$ cat src/rtl/pippo_wbseq_pkg.sv
// Shared widths and FSM encoding for the pippo write-back sequencer.
package pippo_wbseq_pkg;

  localparam int OPERAND_WIDTH  = 32;
  localparam int GPR_ADDR_WIDTH = 5;

  typedef enum logic {
    WBSEQ_IDLE = 1'b0,
    WBSEQ_UPD  = 1'b1
  } wbseq_state_e;

endpackage

$ cat src/rtl/pippo_wbseq.sv
// Write-back sequencer: owns the GPR write port, serializes rD + rA(update) writes.
// Optional second forwarding entry enabled by defining PIPPO_WBSEQ_FWD2_EN.
module pippo_wbseq
  import pippo_wbseq_pkg::*;
#(
  parameter int width = OPERAND_WIDTH,
  parameter int aw    = GPR_ADDR_WIDTH
) (
  input  logic             clk,
  input  logic             rst,
  input  logic             wb_freeze,
  input  logic             wb_we,
  input  logic [aw-1:0]    wb_addr,
  input  logic [width-1:0] wb_data,
  input  logic             upd_we,
  input  logic [aw-1:0]    upd_addr,
  input  logic [width-1:0] upd_data,
  output logic             gpr_we,
  output logic [aw-1:0]    gpr_addr,
  output logic [width-1:0] gpr_data,
  output logic             wbseq_stall,
  output logic             fwd_valid,
  output logic [aw-1:0]    fwd_addr,
  output logic [width-1:0] fwd_data
`ifdef PIPPO_WBSEQ_FWD2_EN
  ,
  output logic             fwd2_valid,
  output logic [aw-1:0]    fwd2_addr,
  output logic [width-1:0] fwd2_data
`endif
);

  wbseq_state_e     state_q, state_d;
  logic [aw-1:0]    pend_addr_q, pend_addr_d;
  logic [width-1:0] pend_data_q, pend_data_d;
  logic             dual_accept;

  // Equal destinations collapse to a single primary write; no second cycle needed.
  assign dual_accept = wb_we & upd_we & ~wb_freeze & (wb_addr != upd_addr);

  // NOTE: sequential state uses non-blocking assignments so every flop samples pre-edge values.
  always_ff @(posedge clk or posedge rst) begin
    if (rst) begin
      state_q     <= WBSEQ_IDLE;
      pend_addr_q <= '0;
      pend_data_q <= '0;
    end else begin
      state_q     <= state_d;
      pend_addr_q <= pend_addr_d;
      pend_data_q <= pend_data_d;
    end
  end

  // NOTE: every comb output gets a default first, so no path can infer a latch.
  always_comb begin
    state_d     = state_q;
    pend_addr_d = pend_addr_q;
    pend_data_d = pend_data_q;
    case (state_q)
      WBSEQ_IDLE: begin
        if (dual_accept) begin
          state_d     = WBSEQ_UPD;
          pend_addr_d = upd_addr;
          pend_data_d = upd_data;
        end
      end
      WBSEQ_UPD: state_d = WBSEQ_IDLE;
      default:   state_d = WBSEQ_IDLE;
    endcase
  end

  always_comb begin
    gpr_we      = 1'b0;
    gpr_addr    = wb_addr;
    gpr_data    = wb_data;
    wbseq_stall = 1'b0;
    case (state_q)
      WBSEQ_IDLE: begin
        gpr_we = (wb_we | upd_we) & ~wb_freeze;
        if (!wb_we && upd_we) begin
          gpr_addr = upd_addr;
          gpr_data = upd_data;
        end
      end
      WBSEQ_UPD: begin
        gpr_we      = 1'b1;
        gpr_addr    = pend_addr_q;
        gpr_data    = pend_data_q;
        wbseq_stall = 1'b1;
      end
      default: ;
    endcase
    // Reset must silence the port at once, not at the next edge.
    if (rst) gpr_we = 1'b0;
  end

  always_ff @(posedge clk or posedge rst) begin
    if (rst) begin
      fwd_valid <= 1'b0;
      fwd_addr  <= '0;
      fwd_data  <= '0;
    end else if (gpr_we) begin
      fwd_valid <= 1'b1;
      fwd_addr  <= gpr_addr;
      fwd_data  <= gpr_data;
    end
  end

`ifdef PIPPO_WBSEQ_FWD2_EN
  // Entry 2 holds the write before the last one: entry 1 shifts down on each write.
  always_ff @(posedge clk or posedge rst) begin
    if (rst) begin
      fwd2_valid <= 1'b0;
      fwd2_addr  <= '0;
      fwd2_data  <= '0;
    end else if (gpr_we) begin
      fwd2_valid <= fwd_valid;
      fwd2_addr  <= fwd_addr;
      fwd2_data  <= fwd_data;
    end
  end
`endif

endmodule

$ cat config.mk
export PLATFORM = sky130hd
export DESIGN_NAME = pippo_wbseq
export DESIGN_NICKNAME = d
export VERILOG_FILES = /design/src/rtl/pippo_wbseq_pkg.sv /design/src/rtl/pippo_wbseq.sv
export SDC_FILE = /design/constraint.sdc
export NUM_CORES = 1
export LEC_CHECK = 0
export BUFFER_PORTS_ARGS = -buffer_cell sky130_fd_sc_hd__buf_2
export CAP_MARGIN = 20
export CORE_MARGIN = 4
export CORE_UTILIZATION = 37
export DETAILED_ROUTE_END_ITERATION = 8
export PLACE_DENSITY = 0.64
export SYNTH_ARGS = -nofsm -noshare
export SYNTH_HDL_FRONTEND = slang
export SYNTH_SLANG_ARGS = --single-unit
$ cat constraint.sdc
create_clock -name clk -period 6.48 [get_ports clk]
set_input_delay 0 -clock clk [delete_from_list [all_inputs] [get_ports clk]]
set_output_delay 0 -clock clk [all_outputs]
set_load 0.02 [all_outputs]
==> flow_summary.yaml, run 1 <==
critical_path:
  critical-path-top-delay-family: "buffers and inverters"
  crit_fanout: 36
  critPathSlowestCell: "dlygate4sd3_1"
  path_cells: "dlygate4sd3_1, buf_2, clkinv_2, o21ai_0, clkinv_1, buf_4, buf_2"
  worstSetupStartpointType: "primary input"
  endpoint_kind: "output port"
  path_depth: 7
  cp_num_buf_inv: 6
  worst_ep_required_time_ns: 6.48
  cpPeakStageDelay_ns: 0.53
  crit_type: "primary input to output port"
  critPathMostFrequentCell: "buf_2"
  rr_worst_depth: 5
  cp.arrival_ns: 2.43
timing:
  fin_crit_sh: 0.3756
  slew_headroom: 0.5495
  tns_ns: 0
  slew_viol_final: 0
  rsz0062_at_grt: "false"
  tightest_slew_ns: 0.6758
  timing.fmax_ghz: 0.4108
  finalHoldViolations: 0
  final.setup_skew_ns: 0.005339
  finalCriticalPeriod_ns: 2.434
  setup_viol: 0
floorplan:
  initial_core_util: 0.3861
  core_area_sq_um: 9910
  die_y_microns: 109.7
  rows: 36
  ios: 156
  die_x_microns: 109.7
  die_area_sq_um: 12030
global_routing:
  grtUsageTotal: 0.1617
  gr-usage-met2: 0.2729
  grt_pass1_wl_mm: 15.26
  overflow: 0
  grt_use_met3: 0.03699
  antenna_found_initial: 0
  grt.busiest_layer: "met2"
  use_met1: 0.2025
  grt_max_degree: 68
  grt_pass1_vias: 3113
power:
  seq_power_share: 0.431
  intPower_mw: 1.026
  ir_drop_uv: 157.3
  p_comb_frac: 0.302
  clkPwrFrac: 0.267
  power_density_nw_per_um2: 280.4
  switching_power_uw: 452.4
  switching_share: 0.3059
  p_leak_nw: 2.685
detailed_routing:
  vias_per_cell: 4.803
  drt-wirelength-per-cell_microns: 15.33
  drtIter0Drc: 120
  antenna_left: 0
  first_pass_iters: 4
  drc_errors: 0
  vias: 3016
  routed_wl_mm: 9.625
min_path:
  hold_path.class: "primary input to flip-flop"
  hold_depth: 4
synthesis:
  postSynthCellCount: 299
  synthDominantCellAreaShare: 0.4971
  synth_nets: 378
  synthTopCellsByArea: "dfrtp_1 50%, mux2_2 13%, mux2_4 11%, mux2i_1 9.7%, o21ai_0 4.1%"
  yosysMostFrequentCell: "dfrtp_1"
  synth_seq_cells: 76
  syn_area_sq_um: 3826
  yosysSeqAreaShare: 0.4971
  synthTopCellsByCount: "76 x dfrtp_1, 45 x mux2_2, 37 x mux2i_1, 37 x nand2_1, 31 x o21ai_0"
  synth-edff-count: 0
  avgSynthCellArea_sq_um: 12.80
  synth-async-reset-ratio: 1.000
  ys_types: 22
  yosysWarnings: 0
  synth_flop_cell: "dfrtp_1"
  yosys.area.top_type: "dfrtp_1"
clock_network:
  cts_tree: "built"
  clockBufferDepth: 2
  cts_htree_levels: 3
  postCtsSetupBuffers: 0
  numCtsBuffers: 9
  cts.clk_slew.worst_paths_ns: 0.08
  root_buffer: "clkbuf_8"
  ctsHoldBuffers: 39
  clk_latency_ns: 0.33
  cts.sinks: 76
  cts_resized: 0
cells_and_area:
  area_growth_pct: 37.84
  fill_cells: 918
  post-route-cell-area_sq_um: 5274
  n_antenna_cell: 0
  ff_latch_area_sq_um: 1903
  multi_input_area_sq_um: 1767
  final_util: 0.5322
  num-nets-final: 569
  final_layout_size_suffix_gt1_frac: 0.5131
place:
  routabilityCongestion: 0.7626
  dp_hpwl_mm: 6.628
  port-buffer-count: 155
  place_area_sq_um: 4666
status:
  status: "completed"
job:
  cap_violations: 0
-- cell usage in the layout, fill, tap and decap left out, types with 2 or more instances in the layout --
master / netlist / routed
nand2_1: 37 / 37
clkbuf_1: 7 / 2
mux2_4: 29 / 29
o21ai_1: 8 / 8
clkinv_2: 0 / 2
o21ai_0: 31 / 31
clkbuf_8: 0 / 10
mux2i_1: 37 / 37
buf_4: 4 / 5
dfrtp_1: 76 / 75
mux2_2: 45 / 45
bufinv_16: 0 / 2
xnor2_1: 4 / 4
dlygate4sd3_1: 0 / 39
buf_2: 2 / 155
inv_1: 4 / 2
-- worst reg2reg max path, delay by kind of cell, from the launching register on --
family,cells,cell delay (ns)
flops,1,0.47
simple gates,1,0.38
compound gates,2,0.20
buf+inv,1,0.57
mux,1,0.35
-- final timing paths --
check | startpoint | endpoint | slack (ns)
worst max-delay path | rst | gpr_we | 4.05
worst min-delay path | wb_data[5] | fwd_data[5]$_DFFE_PP0P_ | 0.10
worst max register to register | state_q$_DFF_PP0_ | pend_addr_q[4]$_DFFE_PP0P_ | 4.39
worst min register to register | fwd_valid$_DFFE_PP0P_ | fwd_valid$_DFFE_PP0P_ | 0.49
max in group asynchronous | rst | state_q$_DFF_PP0_ | 5.22
min in group asynchronous | rst | fwd_data[11]$_DFFE_PP0P_ | 0.27
-- metrics by stage --
stage / total power [mW] / worst slack, ns / hold slack (ns) / std cells
2_1_floorplan: 0.9317 / 3.587 / 0.1485 / 299
3_3_place_gp: 1.067 / 4.368 / 0.09320 / 573
3_5_place_dp: 1.078 / 4.271 / 0.08998 / 573
4_1_cts: 1.500 / 3.957 / 0.09211 / 628
5_1_grt: 1.564 / 3.775 / 0.1260 / 628
6_report: 1.479 / 4.046 / 0.1037 / 628
-- kinds of logic after synthesis --
group	Yosys count	share of synthesized area
XOR/XNOR	5	0.01144
buffers and inverters	23	0.04186
AO/OA/AOI/OAI	42	0.06017
AND/OR/NAND/NOR	42	0.04644
flip-flops	76	0.4971
multiplexers	111	0.3430
-- registers in the layout, indices dropped and copies added, names as in the netlist --
register	count
pend_addr_q	5
fwd_data	32
fwd_addr	5
state_q	1
fwd_valid	1
pend_data_q	32
-- per-layer routing --
metal  up-vias  part of all wire  wire [microns]
met3        16             0.057             553
met4         0             0.017             166
li1       1437                 -               -
met1      1472              0.42            4086
met2        91              0.50            4819
met5         -                 0               0
-- final cells by class --
type | count | share of cell area
clock buffers | 12 | 0.02752
clock inverters | 4 | 0.01376
inverters | 4 | 0.003084
multi-input cells | 200 | 0.3350
flip-flops and latches | 76 | 0.3609
well taps | 133 | 0.03155
repair buffers | 199 | 0.2282
-- power groups by stage --
stage / registers [mW] / clock network [mW] / logic (mW)
after global routing: 0.652 / 0.429 / 0.482
after detailed placement: 0.646 / 0 / 0.432
after floorplan: 0.704 / 0 / 0.227
final: 0.637 / 0.395 / 0.447
after CTS: 0.637 / 0.408 / 0.454
after global placement: 0.643 / 0 / 0.425
Note: power is estimated with default switching activity, not from simulation.
==> inputs of run 2 (changes only) <==
Clock period 6.48 ns to 2.3 ns, I/O delays scaled along.
==> run 2 against run 1 <==
Compared with the run above:
- the run now ends with negative hold slack left
- final cell count rose by 0.32%
- global-route usage rose by 0.097 points
- non-clock buffer count rose by 2
- count of clock-buffer cells in the layout did not move
- clock power rose to 2.6 times the previous value
- combinational power rose to 2.8 times the previous value
==> flow_summary.yaml, run 2 (synthesized netlist as in run 1, its figures left out) <==
status:
  status: "complete, but fails checks"
  failed_checks: "negative hold slack"
clock_network:
  clockBufferDepth: 2
  numCtsBuffers: 9
  cts.sinks: 76
  cts.clk_slew.worst_paths_ns: 0.08
  cts_tree: "built"
  root_buffer: "clkbuf_8"
  cts_htree_levels: 3
  postCtsSetupBuffers: 0
  clk_latency_ns: 0.34
place:
  port-buffer-count: 155
  routabilityCongestion: 0.7392
  dp_hpwl_mm: 6.743
min_path:
  hold_path.class: "primary input to async pin"
cells_and_area:
  n_antenna_cell: 0
  fill_cells: 887
  area_growth_pct: 37.93
  final_common_cell: "buf_2"
  num-nets-final: 571
  final_cell_mix: "155 x buf_2, 75 x dfrtp_1, 45 x mux2_2, 38 x dlygate4sd3_1"
  top_regs: "fwd_data (32), pend_data_q (32)"
  final_layout_size_suffix_gt1_frac: 0.5171
global_routing:
  antenna_found_initial: 0
  grt_pass1_vias: 3107
  gr-usage-met2: 0.2733
  grt.busiest_layer: "met2"
  grt_use_met3: 0.03641
  overflow: 0
  grtUsageTotal: 0.1627
  use_met1: 0.2023
  grt_max_degree: 77
  grt_pass1_wl_mm: 15.13
timing:
  fin_crit_sh: 0.9228
  slew_viol_final: 0
  slew_headroom: 0.3640
  rsz0062_at_grt: "false"
  finalCriticalPeriod_ns: 2.122
  finalHoldViolations: 18
  timing.fmax_ghz: 0.4711
  setup_viol: 0
  tightest_slew_ns: 0.9540
  tns_ns: 0
  hold_slack_ns: -0.009002
  final.setup_skew_ns: 0.009806
floorplan:
  ios: 156
  die_area_sq_um: 12030
  initial_core_util: 0.3861
  die_x_microns: 109.7
  rows: 36
  core_area_sq_um: 9910
  die_y_microns: 109.7
critical_path:
  cp.arrival_ns: 2.35
  crit_type: "primary input to flip-flop"
  worstSetupStartpointType: "primary input"
  endpoint_kind: "flip-flop"
  crit_fanout: 20
  worst_ep_required_time_ns: 2.53
power:
  ir_drop_uv: 368.8
  p_leak_nw: 2.698
  p_total_mw: 4.073
  power_density_nw_per_um2: 771.8
detailed_routing:
  drc_errors: 0
  first_pass_iters: 6
  vias_per_cell: 4.743
  drt-wirelength-per-cell_microns: 15.35
  routed_wl_mm: 9.670
  vias: 2988
  drtIter0Drc: 83
  antenna_left: 0
job:
  cap_violations: 0
[run 2: cell count changes in the layout (fill, tap and decap cells not counted)]
| cell | previous run | this run |
|---|---|---|
| buf_12 | 0 | 1 |
| buf_4 | 5 | 7 |
| bufinv_16 | 2 | 1 |
| clkinv_1 | 1 | 0 |
| clkinv_4 | 0 | 1 |
| dlygate4sd3_1 | 39 | 38 |
| inv_1 | 2 | 3 |
[run 2: what timing repair did]
item / in CTS / in global routing
hold endpoints to repair: 37 / 0
setup endpoints to repair: 0 / 3
hold buffers: 38 / 0
gates resized for setup: 0 / 0
[run 2: worst max-delay path, cell delays in order]
cell	delay, ns
dlygate4sd3_1	0.53
buf_2	0.14
xnor2_1	0.16
nand4_1	0.21
o21ai_4	0.67
buf_12	0.28
mux2_2	0.35
[run 2: power breakdown]
group / switching, mW / internal, mW / leakage [nW] / total, mW
logic: 0.645 / 0.619 / 1.70 / 1.26
clock network: 0.486 / 0.531 / 0.100 / 1.02
registers: 0.156 / 1.64 / 0.899 / 1.79
total: 1.29 / 2.79 / 2.70 / 4.07
[run 2: through the flow]
step | cells | utilization | instance area, sq um | hold WS, ns | worst slack [ns]
floorplan | 299 | - | 3830 | 0.1485 | 0.1251
global placement | 576 | 0.4746 | 4703 | 0.2462 | 0.3175
detailed placement | 576 | 0.4746 | 4703 | 0.2537 | 0.2876
CTS | 630 | 0.5326 | 5278 | 0.03310 | 0.1347
global route | 630 | 0.5326 | 5278 | 0.05152 | 0.003782
finish | 630 | 0.5326 | 5278 | -0.009002 | 0.1775
[run 2: cell type report]
type | instances | area [sq um] | share of cell area
clock buffers | 12 | 145.1 | 0.02750
clock inverters | 4 | 48.80 | 0.009246
inverters | 4 | 18.77 | 0.003556
multi-input cells | 200 | 1767 | 0.3348
flip-flops and latches | 76 | 1903 | 0.3606
well taps | 133 | 166.4 | 0.03153
repair buffers | 201 | 1229 | 0.2328
[run 2: metal layers]
layer  part of all wire  vias up  wire length, microns
li1                   -     1440                     -
met3              0.066       14                   636
met4              0.019        0                   182
met1               0.42     1439                  4088
met2               0.49       95                  4762
met5                  0        -                     0
[run 2: final timing paths]
kind                                             from                          end  slack [ns]  cells past startpoint
worst max-delay path                      upd_addr[2]   pend_addr_q[3]$_DFFE_PP0P_        0.18                      7
min in group clk                                  rst        fwd_valid$_DFFE_PP0P_        0.05                      4
worst min register to register  fwd_valid$_DFFE_PP0P_        fwd_valid$_DFFE_PP0P_        0.48                      1
max in group asynchronous                         rst            state_q$_DFF_PP0_        1.67                      3
worst min-delay path                              rst  pend_data_q[30]$_DFFE_PP0P_      -0.009                      3
worst max register to register      state_q$_DFF_PP0_   pend_addr_q[4]$_DFFE_PP0P_        0.30                      5
==> inputs of run 3 (changes only) <==
Settings changed: RECOVER_POWER set to 100.
Clock period 2.3 ns to 2 ns, I/O delays scaled along.
==> run 3 against run 2 <==
Compared with the run above:
- the flow now finishes without violations
- via count shrank 0.33%
- setup slack lost 0.011 ns
- clock power grew 17%
- combinational power is essentially flat
- critical path type unchanged
- critical endpoint unchanged
- largest cell class unchanged
==> flow_summary.yaml, run 3 (synthesized netlist as in run 1, its figures left out) <==
global_routing:
  use_met1: 0.1992
  grt_max_degree: 44
  grt_pass1_wl_mm: 15.59
  grt_pass1_vias: 3194
  overflow: 0
  antenna_found_initial: 1
  grt_use_met3: 0.05285
  gr-usage-met2: 0.2947
  grt.busiest_layer: "met2"
  grtUsageTotal: 0.1674
power:
  switching_power_mw: 1.468
  ir_drop_uv: 570.0
  clkPwrFrac: 0.263
  seq_power_share: 0.455
  power_density_nw_per_um2: 886.0
  p_leak_nw: 2.361
  intPower_mw: 3.067
  p_comb_frac: 0.283
  switching_share: 0.3237
floorplan:
  die_area_sq_um: 12030
  core_area_sq_um: 9910
  die_x_microns: 109.7
  rows: 36
  initial_core_util: 0.3861
  die_y_microns: 109.7
  ios: 156
detailed_routing:
  drtIter0Drc: 81
  vias_per_cell: 4.712
  drc_errors: 0
  first_pass_iters: 4
  drt-wirelength-per-cell_microns: 15.46
  routed_wl_mm: 9.771
  vias: 2978
  antenna_left: 0
clock_network:
  clk_latency_ns: 0.34
  cts.sinks: 76
  cts_tree: "built"
  numCtsBuffers: 9
  cts_htree_levels: 3
  clockBufferDepth: 2
  root_buffer: "clkbuf_8"
  cts.clk_slew.worst_paths_ns: 0.08
cells_and_area:
  final_layout_size_suffix_gt1_frac: 0.3126
  final_cell_mix: "78 x buf_2, 77 x clkbuf_1, 75 x dfrtp_1, 45 x mux2_2, 39 x dlygate4sd3_1"
  n_antenna_cell: 0
  num-nets-final: 573
  top_regs: "fwd_data (32), pend_data_q (32)"
  fill_cells: 938
  area_growth_pct: 33.78
  final_cells: 632
  final_common_cell: "buf_2"
timing:
  finalHoldViolations: 0
  slew_headroom: 0.5896
  fin_crit_sh: 0.9169
  tightest_slew_ns: 0.6156
  rsz0062_at_grt: "false"
  setup_viol: 0
  final.setup.worst_slack_ns: 0.1662
  final.setup_skew_ns: 0.007747
  finalCriticalPeriod_ns: 1.834
  slew_viol_final: 0
  timing.fmax_ghz: 0.5453
critical_path:
  worstSetupStartpointType: "primary input"
  worst_ep_required_time_ns: 2.22
  cp.arrival_ns: 2.06
  crit_type: "primary input to flip-flop"
  crit_fanout: 17
  endpoint_kind: "flip-flop"
place:
  dp_hpwl_mm: 6.745
  placed_cells: 577
  pre_cts_ws_ns: 0.2895
  port-buffer-count: 155
  routabilityCongestion: 0.7459
min_path:
  hold_path.class: "primary input to flip-flop"
status:
  status: "completed"
job:
  cap_violations: 0
run 3: worst paths after layout:
check | endpoint | slack (ns) | cells past startpoint | from
hold / removal | fwd_valid$_DFFE_PP0P_ | 0.1 | 4 | wb_we
setup reg to reg | fwd_data[10]$_DFFE_PP0P_ | 0.29 | 4 | state_q$_DFF_PP0_
hold reg to reg | fwd_valid$_DFFE_PP0P_ | 0.48 | 1 | fwd_valid$_DFFE_PP0P_
min in group asynchronous | pend_addr_q[1]$_DFFE_PP0P_ | 0.43 | 4 | rst
setup / recovery | pend_addr_q[3]$_DFFE_PP0P_ | 0.17 | 7 | upd_addr[2]
max in group asynchronous | state_q$_DFF_PP0_ | 0.67 | 5 | rst
run 3: what timing repair did:
item                                   in CTS  in global routing
buffers inserted                            0                  0
hold buffers                               39                  0
gates resized for setup                     0                  0
endpoints found under the hold margin      75                  0
run 3: per-stage QoR:
stage	util	area [sq um]	power [mW]	setup TNS, ns	hold slack (ns)
2_1_floorplan	-	3841	3.023	-0.7572	0.1485
3_3_place_gp	0.4770	4727	3.466	0	0.2455
3_5_place_dp	0.4770	4727	3.496	0	0.2533
4_1_cts	0.5369	5320	4.792	0	0.02072
5_1_grt	0.5165	5119	4.824	0	0.1179
6_report	0.5165	5119	4.535	0	0.09558
run 3: critical path, stage by stage:
cell	delay [ns]
dlygate4sd3_1	0.53
clkbuf_1	0.12
xnor2_1	0.28
nand4_1	0.23
o21ai_4	0.23
buf_4	0.28
mux2_2	0.37
run 3: final cells by class:
type	count	area, sq um	share of cell area
clock buffer	12	155.1	0.03031
sequential	76	1903	0.3718
inverter	4	18.77	0.003667
tap	133	166.4	0.03251
timing repair buffer	203	1159	0.2264
clock inverter	4	47.55	0.009289
multi-input combinational	200	1669	0.3261
run 3: metal layers:
| metal | wire length, microns | part of all wire |
|---|---|---|
| met1 | 3996 | 0.41 |
| met2 | 5035 | 0.52 |
| met3 | 595 | 0.061 |
| met4 | 123 | 0.013 |
| met5 | 20 | 0.0020 |
run 3: power groups by stage:
stage                     Clock (mW)  Sequential [mW]  Combinational, mW
after floorplan                    0             2.28              0.740
after global placement             0             2.08               1.39
after detailed placement           0             2.08               1.41
after CTS                       1.26             2.06               1.48
after global routing            1.31             2.11               1.40
final                           1.19             2.06               1.28
